**config.mk**
```make
export PLATFORM = sky130hd
export DESIGN_NAME = ex_muldiv_seq
export DESIGN_NICKNAME = d
export VERILOG_FILES = /design/src/rtl/ex_muldiv_seq.sv
export SDC_FILE = /design/constraint.sdc
export NUM_CORES = 1
export LEC_CHECK = 0
export ABC_AREA = 1
export BUFFER_PORTS_ARGS = -buffer_cell sky130_fd_sc_hd__buf_2
export CORE_MARGIN = 10
export CORE_UTILIZATION = 35
export DETAILED_ROUTE_END_ITERATION = 8
export HOLD_SLACK_MARGIN = 0.1
export PLACE_DENSITY_LB_ADDON = 0.15
export SLEW_MARGIN = 20
export SYNTH_ARGS = -nofsm -noshare
export SYNTH_HDL_FRONTEND = slang
export SYNTH_SLANG_ARGS = --single-unit
```
**constraint.sdc**
```tcl
create_clock -name clk -period 6.6 [get_ports clk]
set_input_delay 0 -clock clk [delete_from_list [all_inputs] [get_ports clk]]
set_output_delay 0 -clock clk [all_outputs]
set_load 0.01 [all_outputs]
```
**src/rtl/ex_muldiv_seq.sv**
```systemverilog
// Iterative RV32M multiply/divide sequencer that sits beside the EX stage.
// Radix-2 shift-add multiply and restoring divide run on magnitudes, and the sign is applied on completion.
module ex_muldiv_seq #(
  parameter int WORD_BITWIDTH = 32,
  parameter int CNT_BITWIDTH  = 6
) (
  input  logic                     clk,
  input  logic                     rst,
  input  logic                     start,
  input  logic [2:0]               funct3,
  input  logic [WORD_BITWIDTH-1:0] operand_a,
  input  logic [WORD_BITWIDTH-1:0] operand_b,
  input  logic                     flush,
  output logic                     stall,
  output logic                     done,
  output logic [WORD_BITWIDTH-1:0] result
);

  localparam int W = WORD_BITWIDTH;
  localparam logic [W-1:0] MOST_NEG = {1'b1, {(W-1){1'b0}}};

  localparam logic [2:0] F3_MUL    = 3'b000;
  localparam logic [2:0] F3_MULH   = 3'b001;
  localparam logic [2:0] F3_MULHSU = 3'b010;
  localparam logic [2:0] F3_MULHU  = 3'b011;
  localparam logic [2:0] F3_DIV    = 3'b100;
  localparam logic [2:0] F3_DIVU   = 3'b101;
  localparam logic [2:0] F3_REM    = 3'b110;
  localparam logic [2:0] F3_REMU   = 3'b111;

  typedef enum logic [1:0] {
    S_IDLE,
    S_CALC,
    S_FINISH
  } state_t;

  state_t                  r_state;
  logic [CNT_BITWIDTH-1:0] r_cnt;
  logic [2:0]              r_funct3;
  logic                    r_neg;
  logic [W-1:0]            r_opnd;    // multiplicand or divisor magnitude
  logic [2*W-1:0]          r_prod;    // {acc, multiplier} or {rem, quo}
  logic [W-1:0]            r_result;
  logic                    r_done;

  // Operand decode for the op offered in IDLE
  logic         w_a_signed;
  logic         w_b_signed;
  logic         w_a_neg;
  logic         w_b_neg;
  logic [W-1:0] w_a_mag;
  logic [W-1:0] w_b_mag;
  logic         w_is_div;
  logic         w_is_rem;
  logic         w_neg_flag;
  logic         w_div_zero;
  logic         w_div_ovf;
  logic         w_special;
  logic [W-1:0] w_special_result;

  // NOTE: every signal written in always_comb gets a default first, so no path can infer a latch.
  always_comb begin
    w_a_signed = 1'b0;
    w_b_signed = 1'b0;
    case (funct3)
      F3_MULH, F3_DIV, F3_REM: begin
        w_a_signed = 1'b1;
        w_b_signed = 1'b1;
      end
      F3_MULHSU: w_a_signed = 1'b1;
      default: ;
    endcase
  end

  assign w_a_neg    = w_a_signed & operand_a[W-1];
  assign w_b_neg    = w_b_signed & operand_b[W-1];
  assign w_a_mag    = w_a_neg ? -operand_a : operand_a;
  assign w_b_mag    = w_b_neg ? -operand_b : operand_b;
  assign w_is_div   = funct3[2];
  assign w_is_rem   = funct3[2] & funct3[1];
  assign w_neg_flag = w_is_rem ? w_a_neg : (w_a_neg ^ w_b_neg);

  // The divide-by-zero and signed-overflow cases need no iterations.
  assign w_div_zero = w_is_div & (operand_b == '0);
  assign w_div_ovf  = w_is_div & ~funct3[0] & (operand_a == MOST_NEG) & (operand_b == '1);
  assign w_special  = w_div_zero | w_div_ovf;
  assign w_special_result = w_div_zero ? (w_is_rem ? operand_a : '1)
                                       : (w_is_rem ? '0 : MOST_NEG);

  // Single iteration step for both algorithms
  logic [W:0]     w_mul_sum;
  logic [2*W-1:0] w_mul_next;
  logic [2*W:0]   w_div_shift;
  logic [W:0]     w_trial;
  logic [2*W-1:0] w_div_next;
  logic [2*W-1:0] w_prod_next;

  assign w_mul_sum   = {1'b0, r_prod[2*W-1:W]} + (r_prod[0] ? {1'b0, r_opnd} : '0);
  assign w_mul_next  = {w_mul_sum, r_prod[W-1:1]};
  assign w_div_shift = {r_prod, 1'b0};
  assign w_trial     = w_div_shift[2*W:W] - {1'b0, r_opnd};
  assign w_div_next  = w_trial[W] ? w_div_shift[2*W-1:0]
                                  : {w_trial[W-1:0], w_div_shift[W-1:1], 1'b1};
  assign w_prod_next = r_funct3[2] ? w_div_next : w_mul_next;

  // Sign application and output select on the value the last iteration produces
  logic [2*W-1:0] w_prod_signed;
  logic [W-1:0]   w_quo_signed;
  logic [W-1:0]   w_rem_signed;
  logic [W-1:0]   w_final;

  assign w_prod_signed = r_neg ? -w_prod_next : w_prod_next;
  assign w_quo_signed  = r_neg ? -w_prod_next[W-1:0] : w_prod_next[W-1:0];
  assign w_rem_signed  = r_neg ? -w_prod_next[2*W-1:W] : w_prod_next[2*W-1:W];

  always_comb begin
    w_final = w_prod_signed[W-1:0];
    case (r_funct3)
      F3_MUL:                      w_final = w_prod_signed[W-1:0];
      F3_MULH, F3_MULHSU, F3_MULHU: w_final = w_prod_signed[2*W-1:W];
      F3_DIV, F3_DIVU:             w_final = w_quo_signed;
      F3_REM, F3_REMU:             w_final = w_rem_signed;
      default: ;
    endcase
  end

  // NOTE: all state uses non-blocking assignments so every register samples pre-edge values.
  always_ff @(posedge clk) begin
    if (rst) begin
      r_state  <= S_IDLE;
      r_cnt    <= '0;
      r_funct3 <= '0;
      r_neg    <= 1'b0;
      r_opnd   <= '0;
      r_prod   <= '0;
      r_result <= '0;
      r_done   <= 1'b0;
    end else begin
      r_done <= 1'b0;
      case (r_state)
        S_IDLE: begin
          if (start && !flush) begin
            r_funct3 <= funct3;
            r_neg    <= w_neg_flag;
            r_cnt    <= '0;
            if (w_is_div) begin
              r_opnd <= w_b_mag;
              r_prod <= {{W{1'b0}}, w_a_mag};
            end else begin
              r_opnd <= w_a_mag;
              r_prod <= {{W{1'b0}}, w_b_mag};
            end
            if (w_special) begin
              r_result <= w_special_result;
              r_done   <= 1'b1;
              r_state  <= S_FINISH;
            end else begin
              r_state  <= S_CALC;
            end
          end
        end
        S_CALC: begin
          if (flush) begin
            r_state <= S_IDLE;
          end else begin
            r_prod <= w_prod_next;
            r_cnt  <= r_cnt + CNT_BITWIDTH'(1);
            // The result is registered as FINISH is entered so it is visible alongside done.
            if (r_cnt == CNT_BITWIDTH'(W - 1)) begin
              r_result <= w_final;
              r_done   <= 1'b1;
              r_state  <= S_FINISH;
            end
          end
        end
        S_FINISH: r_state <= S_IDLE;
        default:  r_state <= S_IDLE;
      endcase
    end
  end

  assign stall  = ((r_state == S_IDLE) & start & ~flush) | (r_state == S_CALC);
  assign done   = r_done;
  assign result = r_result;

endmodule
```
==> results.json <==
{
  "run_status": "finished, final reports clean",
  "coreArea_um2": 51100,
  "final-hold-violation-count": 0,
  "whs_ns": 0.124,
  "grtUsageMet1": 0.390,
  "rows": 83,
  "level_count_of_the_clock_h_tree": 4,
  "drtAntennaViolNets": 0,
  "worstSetupStartpointType": "register",
  "clockBufferDepth": 2,
  "cts_root_buffer": "sky130_fd_sc_hd__clkbuf_16",
  "clock_power_share": 0.289,
  "wirelength_um": 91400,
  "global_route_wire_length_before_repair_um": 135000,
  "globalRoute.totalOverflow": 0,
  "finalSetupTns_ns": 0,
  "grt_use_met2": 0.462,
  "post-place-cells": 3895,
  "cp_data_arrival_time_ns": 5.43,
  "die_y_um": 247,
  "power_switching_mw": 1.68,
  "setup_viol_count_final": 0,
  "insertion_delay_ns": 0.50,
  "post_drt_via_cell_ratio": 5.52,
  "cts.clk_slew.worst_paths_ns": 0.08,
  "unrepaired_setup_endpoints_after_global_routing": "false",
  "ff2ff_path_depth": 27,
  "cts_buffers": 17,
  "synth_seq_area_share": 0.157,
  "criticalPathCategory": "register to register",
  "place_hpwl_um": 74200,
  "vdd.ir_drop.worst_v": 0.000176,
  "critPathMaxFanout": 34,
  "buffer_ports.inserted": 104,
  "maximum_number_of_pins_on_one_net_before_global_route_repair": 91,
  "leakagePower_nw": 10.3,
  "via_count_of_the_first_global_routing_pass": 20462,
  "synth.cell_area_um2": 18000,
  "share_comb_of_total_power": 0.444,
  "critPathCaptureType": "register",
  "post_cts_resized": 0,
  "postCtsSetupRepairBufs": 0,
  "timing.final.max_slew_violations": 0,
  "timing.final.crit_period_ns": 5.05,
  "dieArea_um2": 60900,
  "firstDrtPassIters": 6,
  "max_cap_viol_count": 0,
  "top_level_ports": 105,
  "start_util": 0.353,
  "cts_num_sinks": 141,
  "swShare": 0.476,
  "synth_cell_types": 62,
  "slew-limit-headroom": 0.261,
  "initialDrtViolationCount": 2391,
  "ys_seq_elements": 141,
  "fmax_mhz": 198,
  "place_congestion": 1.02,
  "tritoncts": "yes",
  "num_vias": 22070,
  "power.density_nw_per_um2": 175,
  "critPathRequiredTime_ns": 6.98,
  "power_report.internal_total_mw": 1.85,
  "number_of_antenna_violations_at_the_first_check_in_global_routing": 1,
  "gr_met3_demand_resource": 0.0461,
  "track_usage": 0.295,
  "synth.net_count": 3348,
  "total_nets_final": 3444,
  "power.share.sequential": 0.267,
  "finalWorstSetupSlack_ns": 1.55,
  "fin_crit_sh": 0.764,
  "number_of_non_filler_instances_in_the_completed_layout": 3995,
  "worst_pin_slew_ns": 1.11,
  "holdCritPathClass": "input port to register",
  "die_w_um": 247,
  "clock_skew_ns": 0.0208,
  "cts_hold_buffers": 67,
  "netlist_instances": 3205,
  "dp_slack_ns": 1.75,
  "remaining_drc_errors": 0,
  "min_path_cells": 5,
  "synth_area_per_cell_um2": 5.62,
  "wl_per_cell_um": 22.9,
  "area_growth_pct": 11.9,
  "ys_warnings": 0,
  "busiest_layer_in_global_routing": "met2",
  "post_route_cells_drive_above_1_share": 0.107
}
-- cells in the final DEF, fill, tap and decap left out, types with 5 or more instances in the layout --
master	netlist	final
sky130_fd_sc_hd__nand2_4	12	12
sky130_fd_sc_hd__a21oi_1	234	234
sky130_fd_sc_hd__o21bai_1	6	6
sky130_fd_sc_hd__ha_1	70	70
sky130_fd_sc_hd__nand4_1	35	35
sky130_fd_sc_hd__nand2_2	56	57
sky130_fd_sc_hd__o21ai_1	17	21
sky130_fd_sc_hd__o21ai_0	178	174
sky130_fd_sc_hd__buf_4	9	26
sky130_fd_sc_hd__o211ai_1	24	24
sky130_fd_sc_hd__o221ai_1	27	27
sky130_fd_sc_hd__o31ai_1	6	6
sky130_fd_sc_hd__nand3b_1	23	23
sky130_fd_sc_hd__dfxtp_1	141	138
sky130_fd_sc_hd__inv_2	20	20
sky130_fd_sc_hd__o21ai_2	10	10
sky130_fd_sc_hd__nor2_1	277	273
sky130_fd_sc_hd__or2_2	20	20
sky130_fd_sc_hd__inv_8	0	8
sky130_fd_sc_hd__o21a_1	5	5
sky130_fd_sc_hd__nor2_2	29	31
sky130_fd_sc_hd__inv_1	424	424
sky130_fd_sc_hd__nor4_1	6	6
sky130_fd_sc_hd__buf_2	15	104
sky130_fd_sc_hd__nand3_1	269	269
sky130_fd_sc_hd__clkinv_1	5	5
sky130_fd_sc_hd__nand2_1	972	971
sky130_fd_sc_hd__xnor2_1	32	32
sky130_fd_sc_hd__xor2_1	72	72
sky130_fd_sc_hd__nand3_2	11	11
sky130_fd_sc_hd__nor3_1	29	29
sky130_fd_sc_hd__dlygate4sd3_1	0	67
sky130_fd_sc_hd__nor2_4	9	11
sky130_fd_sc_hd__clkbuf_16	0	17
sky130_fd_sc_hd__a221oi_1	22	22
-- metal layers --
layer	part of all wire	vias to the layer above	wire length, um
li1	-	10524	-
met1	0.43	10334	39300
met2	0.44	1056	40300
met3	0.080	156	7320
met4	0.049	0	4490
met5	0	-	0
-- sequential cells by signal, indices dropped and copies added, names as in the netlist --
name / cells
r_opnd: 32
r_state: 2
r_prod: 64
r_funct3: 3
r_neg: 1
result: 32
r_cnt: 6
done: 1
-- kinds of logic (layout without fill, tap and decap cells) --
family,count (synthesis),count (layout),share of synthesized area
multiplexers,2,2,0.00111
flip-flops,141,141,0.157
adder cells (fa/ha/maj),72,72,0.0508
AO/OA/AOI/OAI,552,552,0.178
other,0,1,0
XOR/XNOR,104,104,0.0506
buffers and inverters,570,679,0.133
AND/OR/NAND/NOR,1764,1764,0.430
-- critical path, stage by stage (launching register included) --
cell	delay, ns
sky130_fd_sc_hd__dfxtp_2	0.91
sky130_fd_sc_hd__nand2_1	0.15
sky130_fd_sc_hd__inv_1	0.10
sky130_fd_sc_hd__ha_1	0.30
sky130_fd_sc_hd__fa_1	0.36
sky130_fd_sc_hd__nand2_1	0.08
sky130_fd_sc_hd__nand2_1	0.06
sky130_fd_sc_hd__o21ai_0	0.16
sky130_fd_sc_hd__inv_1	0.22
sky130_fd_sc_hd__nand2_1	0.07
sky130_fd_sc_hd__nand2_1	0.14
sky130_fd_sc_hd__nand2_1	0.07
sky130_fd_sc_hd__nand2_1	0.19
sky130_fd_sc_hd__nand2_1	0.10
sky130_fd_sc_hd__nand3_1	0.08
sky130_fd_sc_hd__nand2_1	0.06
sky130_fd_sc_hd__nand2_1	0.12
sky130_fd_sc_hd__nand2_1	0.31
sky130_fd_sc_hd__nor2_2	0.24
sky130_fd_sc_hd__nand2_1	0.12
sky130_fd_sc_hd__nor2_2	0.18
sky130_fd_sc_hd__nor2_1	0.09
sky130_fd_sc_hd__o21ai_0	0.21
sky130_fd_sc_hd__nand2_1	0.08
sky130_fd_sc_hd__nand2_1	0.07
sky130_fd_sc_hd__nand3_1	0.23
sky130_fd_sc_hd__nand2_1	0.15
sky130_fd_sc_hd__a21oi_1	0.07
-- cells in the mapped netlist (all sizes together) --
master  number  area [um^2]
a22oi        3         22.5
nand3      281         1470
o21ai      206         1080
a21o         4         30.0
mux2i        2         20.0
o22ai        2         12.5
o21bai       6         45.0
xnor2       32          280
clkbuf      72          298
o211ai      25          193
a41oi        1         8.76
a221oi      22          193
inv        445         1670
o221ai      27          236
clkinv       5         18.8
o21a         6         52.6
dfxtp      141         2820
a22o         2         17.5
ha          70          876
nand4       36          231
or2         26          163
buf         48          408
and2         4         25.0
nor3        32          175
xor2        72          631
fa           2         40.0
a211oi       1         7.51
nand3b      23          173
o311ai       1         26.3
o31ai        6         45.0
nor2       315         1320
a21oi      239         1220
nand2     1040         4130
nor4         7         50.1
a31oi        1         6.26
-- stage by stage --
| stage | power [mW] | util | cell area, um^2 |
|---|---|---|---|
| global route | 3.71 | 0.395 | 20200 |
| floorplan | 1.94 | - | 18000 |
| detailed placement | 2.46 | 0.370 | 18900 |
| CTS | 3.50 | 0.395 | 20200 |
| finish | 3.54 | 0.395 | 20200 |
| global placement | 2.46 | 0.370 | 18900 |
-- layout make-up --
class	count	area (um^2)
Fill cell	5843	30900
Multi-Input combinational cell	2494	12800
Sequential cell	141	2830
Inverter	450	1690
Timing Repair Buffer	197	1390
Tap cell	680	851
Clock buffer	17	425
Clock inverter	15	164
Antenna cell	1	2.50
-- power groups by stage --
stage / registers [mW] / clock network [mW] / logic [mW]
global route: 0.950 / 1.06 / 1.69
floorplan: 0.943 / 0 / 0.996
finish: 0.945 / 1.02 / 1.57
detailed placement: 0.963 / 0 / 1.49
CTS: 0.943 / 1.03 / 1.53
global placement: 0.961 / 0 / 1.50
-- final timing paths --
| kind | startpoint | end | slack, ns |
|---|---|---|---|
| setup / recovery | r_prod[0]$_SDFFE_PP0P_ | result[17]$_SDFFE_PP0P_ | 1.55 |
| hold / removal | operand_b[0] | r_prod[0]$_SDFFE_PP0P_ | 0.12 |
| setup reg to reg | r_prod[0]$_SDFFE_PP0P_ | result[17]$_SDFFE_PP0P_ | 1.55 |
| hold reg to reg | r_cnt[2]$_SDFFE_PP0P_ | r_cnt[2]$_SDFFE_PP0P_ | 0.47 |
No activity file was read; power rests on OpenSTA's default activity.
